<file path="src/rtl/spm_product_collector.sv">
// spm_product_collector
// Serial-to-parallel output stage of the signed serial-parallel multiplier.
// Collects the product bits arriving LSB first from the carry-save chain,
// presents the complete 2N-bit two's-complement product with a valid/ready
// handshake, and raises a sticky framing-error flag on protocol violations.
//
// Ports:
//   clk           clock, rising edge
//   rst           asynchronous active-high reset
//   start         single-cycle pulse opening a new product frame
//   bit_in        serial product bit, LSB first
//   bit_valid     qualifies bit_in this cycle
//   product       assembled product, stable while product_valid=1
//   product_valid product holds a complete frame
//   product_ready downstream accepts product while product_valid=1
//   busy          a frame is being collected
//   bit_count     bits captured in the current frame
//   frame_err     sticky protocol-violation flag, cleared by an accepted start
module spm_product_collector #(
  parameter int N = 8,
  localparam int PW = 2 * N
) (
  input  logic                  clk,
  input  logic                  rst,
  input  logic                  start,
  input  logic                  bit_in,
  input  logic                  bit_valid,
  output logic [PW-1:0]         product,
  output logic                  product_valid,
  input  logic                  product_ready,
  output logic                  busy,
  output logic [$clog2(PW):0]   bit_count,
  output logic                  frame_err
);

  localparam int CW = $clog2(PW) + 1;

  localparam logic [1:0] IDLE    = 2'd0;
  localparam logic [1:0] COLLECT = 2'd1;
  localparam logic [1:0] HOLD    = 2'd2;

  localparam logic [CW-1:0] LAST_IDX = CW'(PW - 1);
  localparam logic [CW-1:0] FULL_CNT = CW'(PW);

  logic [1:0]    state;
  logic [PW-1:0] shreg;
  logic [PW-1:0] shifted;

  // Bits enter at the top and walk down, so after PW shifts the first bit
  // received sits in bit 0.
  assign shifted = {bit_in, shreg[PW-1:1]};

  // Handshake/status flags are pure functions of the registered state.
  assign product_valid = (state == HOLD);
  assign busy          = (state == COLLECT);

  always_ff @(posedge clk or posedge rst) begin
    if (rst) begin
      state     <= IDLE;
      shreg     <= '0;
      product   <= '0;
      bit_count <= '0;
      frame_err <= 1'b0;
    end else begin
      case (state)
        IDLE: begin
          if (start) begin
            state     <= COLLECT;
            shreg     <= '0;
            bit_count <= '0;
            frame_err <= 1'b0;
          end else if (bit_valid) begin
            frame_err <= 1'b1;
          end
        end

        COLLECT: begin
          if (start) begin
            // Abort: a bit arriving with the restart becomes bit 0 of the
            // new frame. This also takes priority over a final bit.
            shreg     <= bit_valid ? {bit_in, {(PW-1){1'b0}}} : '0;
            bit_count <= bit_valid ? CW'(1) : '0;
            frame_err <= 1'b1;
          end else if (bit_valid) begin
            shreg <= shifted;
            if (bit_count == LAST_IDX) begin
              product   <= shifted;
              bit_count <= FULL_CNT;
              state     <= HOLD;
            end else begin
              bit_count <= bit_count + 1'b1;
            end
          end
        end

        HOLD: begin
          if (product_ready) begin
            if (start) begin
              state     <= COLLECT;
              shreg     <= '0;
              bit_count <= '0;
              frame_err <= 1'b0;
            end else begin
              state <= IDLE;
            end
          end else if (start) begin
            frame_err <= 1'b1;
          end
          // A stray bit while holding is an error even alongside a restart.
          if (bit_valid) begin
            frame_err <= 1'b1;
          end
        end

        default: begin
          state <= IDLE;
        end
      endcase
    end
  end

endmodule

</file>
<file path="config.mk">
export PLATFORM = sky130hd
export DESIGN_NAME = spm_product_collector
export DESIGN_NICKNAME = d
export VERILOG_FILES = /design/src/rtl/spm_product_collector.sv
export SDC_FILE = /design/constraint.sdc
export NUM_CORES = 1
export LEC_CHECK = 0
export CAP_MARGIN = 25
export CORE_MARGIN = 8
export CORE_UTILIZATION = 53
export CTS_BUF_LIST = sky130_fd_sc_hd__clkbuf_8 sky130_fd_sc_hd__clkbuf_16
export DETAILED_ROUTE_END_ITERATION = 10
export HOLD_SLACK_MARGIN = 0.1
export PLACE_DENSITY = 0.84
export SYNTH_ARGS = -nofsm -noshare
export SYNTH_HDL_FRONTEND = slang
export SYNTH_SLANG_ARGS = --single-unit
</file>
<file path="constraint.sdc">
create_clock -name clk -period 1.94 [get_ports clk]
set_input_delay 0.388 -clock clk [delete_from_list [all_inputs] [get_ports clk]]
set_output_delay 0.388 -clock clk [all_outputs]
set_load 0.005 [all_outputs]
</file>
# After elaboration in Yosys (flattened, before gate mapping)
# Cells that the tools add are included.
# op_classes
n_mux	27
shift	0
bitwise_logic	1
n_reduce_logical	6
n_mul	0
n_addsub	1
n_div	0
eq_ne	11
n_lt_le_gt_ge	0
# ops
operator	n
$mux W16	5
$pmux W16 S3	1
$mux W5	5
$pmux W5 S3	1
$mux W2	5
$mux W1	8
$ne A2 B2 Y1 const B	3
$ne A3 B3 Y1 const B	2
$pmux W2 S3	1
$reduce_and A3 Y1	2
$add A5 B1 Y5 const B	1
$eq A5 B4 Y1 const B	1
$reduce_and A5 Y1	1
$ne A2 B1 Y1 const B	2
$ne A4 B4 Y1 const B	1
$reduce_and A4 Y1	1
$pmux W1 S3	1
$reduce_bool A3 Y1	1
$eq A2 B1 Y1 const B	1
$eq A2 B2 Y1 const B	1
$logic_not A2 Y1	1
$not A1 Y1	1
# word_totals
in_bits	6
latch_bits	0
n_memories	0
mem_bits_rw	0
register_bits	40
output_inout_bits	24
romBits	0
wordCells	51

# Logic depth before layout (Yosys ltp)
# depth
ltp_word	5
mapped_depth	8
mapped_depth_nobuf	6

# Least setup slack after synthesis
# Ideal clock, no wire load.
# synth_path
kind	reg-to-reg
from	register bit_count[0]
to	register state[0]
setup_ps	125
stages_incl_launch_ff	7
setup_slack_ps	134
t_required_ps	1815
period_less_slack_ps	1806
arrival_time_ps	1681
path_cell_list	dfrtp_1 > ha_1 > and3_1 > ha_1 > nand3b_1 > a211oi_1 > mux2_2
# synth_between
elab_chain_cells	3
# synth_rtl
item	line	source
from (decl)	32	output logic [$clog2(PW):0] bit_count,
from (signal assigned)	82	bit_count <= bit_valid ? CW'(1) : '0;
from (signal assigned)	91	bit_count <= bit_count + 1'b1;
$eq A5 B4 Y1	86	if (bit_count == LAST_IDX) begin
$ne A2 B1 Y1 (no source line)	n/a	
$reduce_and A5 Y1 (no source line)	n/a	
to (signal assigned)	89	state <= HOLD;
to (signal assigned)	99	state <= COLLECT;
to (signal assigned)	104	state <= IDLE;
to (decl)	45	logic [1:0] state;
# Every way passes these cells.
# A chain may end at the register's enable or synchronous reset.

# Final worst setup path
# layout_path
from	register state[1]
to	register shreg[9]
# layout_between
elab_chain_cells	3
# layout_rtl
item	line	source
from (signal assigned)	59	state <= IDLE;
from (signal assigned)	68	state <= COLLECT;
from (signal assigned)	89	
$eq A2 B1 Y1 (tied with other cells)	65	case (state)
$ne A3 B3 Y1 (no source line) (tied with other cells)	n/a	
$reduce_and A3 Y1 (no source line)	n/a	
to (signal assigned)	81	shreg <= bit_valid ? {bit_in, {(PW-1){1'b0}}} : '0;
to (signal assigned)	85	shreg <= shifted;
to (decl)	46	logic [PW-1:0] shreg;
# Parallel ways exist; a longest one is shown, timed or not.

==> impl_metrics.json <==
{
  "rrSetupSlack_ns": 0.06,
  "overflow": 0,
  "fin_skew_ns": 0.004211,
  "tightest_slew_ns": 0.4804,
  "crit_type": "flip-flop to flip-flop",
  "ys_top_cells_by_area": "dfrtp_1 (50%), mux2_4 (7.7%), o31ai_1 (6.5%), mux2_2 (4.6%), ha_1 (3.8%)",
  "synth_top_area_share": 0.4990,
  "layout_common_cells": "dfrtp_1 (39), clkdlybuf4s50_1 (27), buf_4 (22)",
  "r2r_cells": 6,
  "startpoint": "state[1]$_DFFE_PP0P_",
  "ios": 30,
  "final.period_utilization": 0.9708,
  "cp.arrival_ns": 2.09,
  "avgViaCountPerCell": 5.758,
  "root_buffer": "clkbuf_8",
  "grt_pass1_vias": 1557,
  "grt_max_degree": 40,
  "cp_max_fo": 10,
  "rr_startpoint": "state[1]$_DFFE_PP0P_",
  "hold_viol": 0,
  "rsz0062_at_grt": "no",
  "grt_pass1_wl_um": 7562,
  "place.gp.congestion": 0.8415,
  "slew_violations": 0,
  "numClockSinks": 39,
  "tns_ns": 0,
  "hold_path.class": "flip-flop to flip-flop",
  "cp.required_ns": 2.15,
  "num_vias": 1497,
  "final_common_cell": "dfrtp_1",
  "yosysWarnings": 0,
  "synth_cells": 165,
  "dp_slack_ns": -0.02279,
  "drt_iter0_markers": 84,
  "drv_cap": 0,
  "setup_viol_count_final": 0,
  "coreArea_um2": 3606,
  "ir_worst_vdd_mv": 0.6547,
  "mappedNetlistArea_um2": 1956,
  "endpoint": "shreg[9]$_DFFE_PP0P_",
  "clk_latency_ns": 0.29,
  "syn_nets": 177,
  "layout_setup_ws_ns": 0.05668,
  "p_total_mw": 2.229,
  "cts_buffers": 5,
  "die_h_um": 76.75,
  "holdWs_ns": 0.5110,
  "ant_nets": 0,
  "clock_path_buffers": 2,
  "drc": 0,
  "dieArea_um2": 5890,
  "synth-seq-cells": 39,
  "gr-usage-all-layers": 0.1543,
  "crit-reg2reg-capture": "shreg[9]$_DFFE_PP0P_",
  "die_w_um": 76.75,
  "dp_hpwl_um": 3089,
  "fillerInstances": 273,
  "synth-seq-area-share": 0.4990,
  "start_util": 0.5423,
  "layout.nets": 223,
  "layout-drive-gt1-share": 0.2830,
  "p_per_area_nw_per_um2": 880.5,
  "min_period_ns": 1.883,
  "first_pass_iters": 4,
  "clkSlewWorstSetupHoldPaths_ns": 0.08,
  "cts_max_level": 2,
  "outcome": "finished, final reports clean",
  "row_count": 22,
  "slew_headroom": 0.6798,
  "tritoncts": "built",
  "p_leak_nw": 1.230,
  "avgSynthCellArea_um2": 11.85,
  "diodes": 0,
  "antenna_found_initial": 0,
  "start_kind": "flip-flop",
  "io_buffers": 29,
  "area_growth_pct": 29.43,
  "cp-end-kind": "flip-flop",
  "yosys.area.top_type": "dfrtp_1",
  "ys_types": 39,
  "routedWlPerCell_um": 17.28,
  "postCtsHoldBufs": 0,
  "wl_um": 4493,
  "fmax_mhz": 531.0
}
-- kinds of logic after synthesis --
family          synth area share
compound gates            0.1696
fa+ha+maj                0.03839
buf+inv                  0.06461
flops                     0.4990
mux                       0.1280
simple gates              0.1005
-- per-stage QoR --
step | area [um^2] | util | std cells
finish | 2531 | 0.7019 | 260
global route | 2531 | 0.7019 | 260
CTS | 2499 | 0.6929 | 257
detailed placement | 2357 | 0.6537 | 247
global placement | 2357 | 0.6537 | 247
floorplan | 1956 | - | 165
-- power breakdown --
| group | leakage (nW) | switching [mW] | internal (mW) |
|---|---|---|---|
| clock | 0.0581 | 0.290 | 0.383 |
| combinational | 0.634 | 0.316 | 0.344 |
| sequential | 0.538 | 0.0354 | 0.861 |
-- layout make-up --
cell class | count | area (um^2) | share of cell area
inverter | 8 | 30.03 | 0.01186
clock buffer | 5 | 68.82 | 0.02719
multi-input combinational | 105 | 875.8 | 0.3460
timing repair buffer | 52 | 476.7 | 0.1883
clock inverter | 3 | 43.79 | 0.01730
sequential | 39 | 975.9 | 0.3856
tap | 48 | 60.06 | 0.02373
-- routing by layer --
layer	GRT usage	routed length [um]	share of wire
met3	0.05828	298	0.066
met1	0.1802	1773	0.39
met5	0	0	0
met4	0.03654	45	0.010
met2	0.2600	2375	0.53
-- how the worst min path moves through the flow --
stage                                 startpoint                endpoint  slack (ns)  cells past startpoint
after floorplan             shreg[1]$_DFFE_PP0P_    shreg[1]$_DFFE_PP0P_        0.48                      2
after global placement    product[4]$_DFFE_PP0P_  product[4]$_DFFE_PP0P_        0.49                      1
after detailed placement  product[6]$_DFFE_PP0P_  product[6]$_DFFE_PP0P_        0.50                      1
after CTS                                    rst  product[1]$_DFFE_PP0P_        0.52                      3
after global routing      product[7]$_DFFE_PP0P_  product[7]$_DFFE_PP0P_        0.54                      1
final                     product[4]$_DFFE_PP0P_  product[4]$_DFFE_PP0P_        0.51                      1
-- worst max-delay path, stage by stage, from the launching register on --
cell     delay (ns)
dfrtp_1        0.43
buf_4          0.16
ha_2           0.17
nor2b_4        0.13
or3_1          0.52
buf_4          0.25
o21ai_1        0.16
-- flip-flops by register name, indices dropped and copies added, names as in the netlist --
name / cells
frame_err: 1
bit_count: 5
state: 2
shreg: 15
product: 16
-- Yosys cell counts --
cell type	n
nand2_1	14
a2bb2oi_1	1
nand3_4	1
o32a_1	1
mux2_2	8
and3_1	1
a2111oi_0	1
mux2_4	10
nor3b_1	1
a21boi_0	1
nand2b_1	4
a22o_1	2
nor4b_1	1
a21oi_4	1
a211oi_1	1
a21oi_1	2
inv_1	8
a21bo_2	1
dfrtp_1	39
buf_6	5
nor2b_1	1
clkbuf_1	4
nand3_1	1
o21ai_1	10
ha_1	6
buf_2	2
nand3b_1	1
or3_1	1
mux2i_1	1
o31ai_1	17
a21o_1	1
o41ai_1	1
o21ai_0	3
o32ai_1	2
buf_4	2
a221oi_1	1
nor2b_4	2
nor2_1	3
nor3_1	3
-- what timing repair did --
action	in CTS	in global routing
gates resized for setup	6	3
cloned	0	0
buffers inserted	2	3
setup endpoints to repair	2	3
Power figures use the tool's default switching activity.
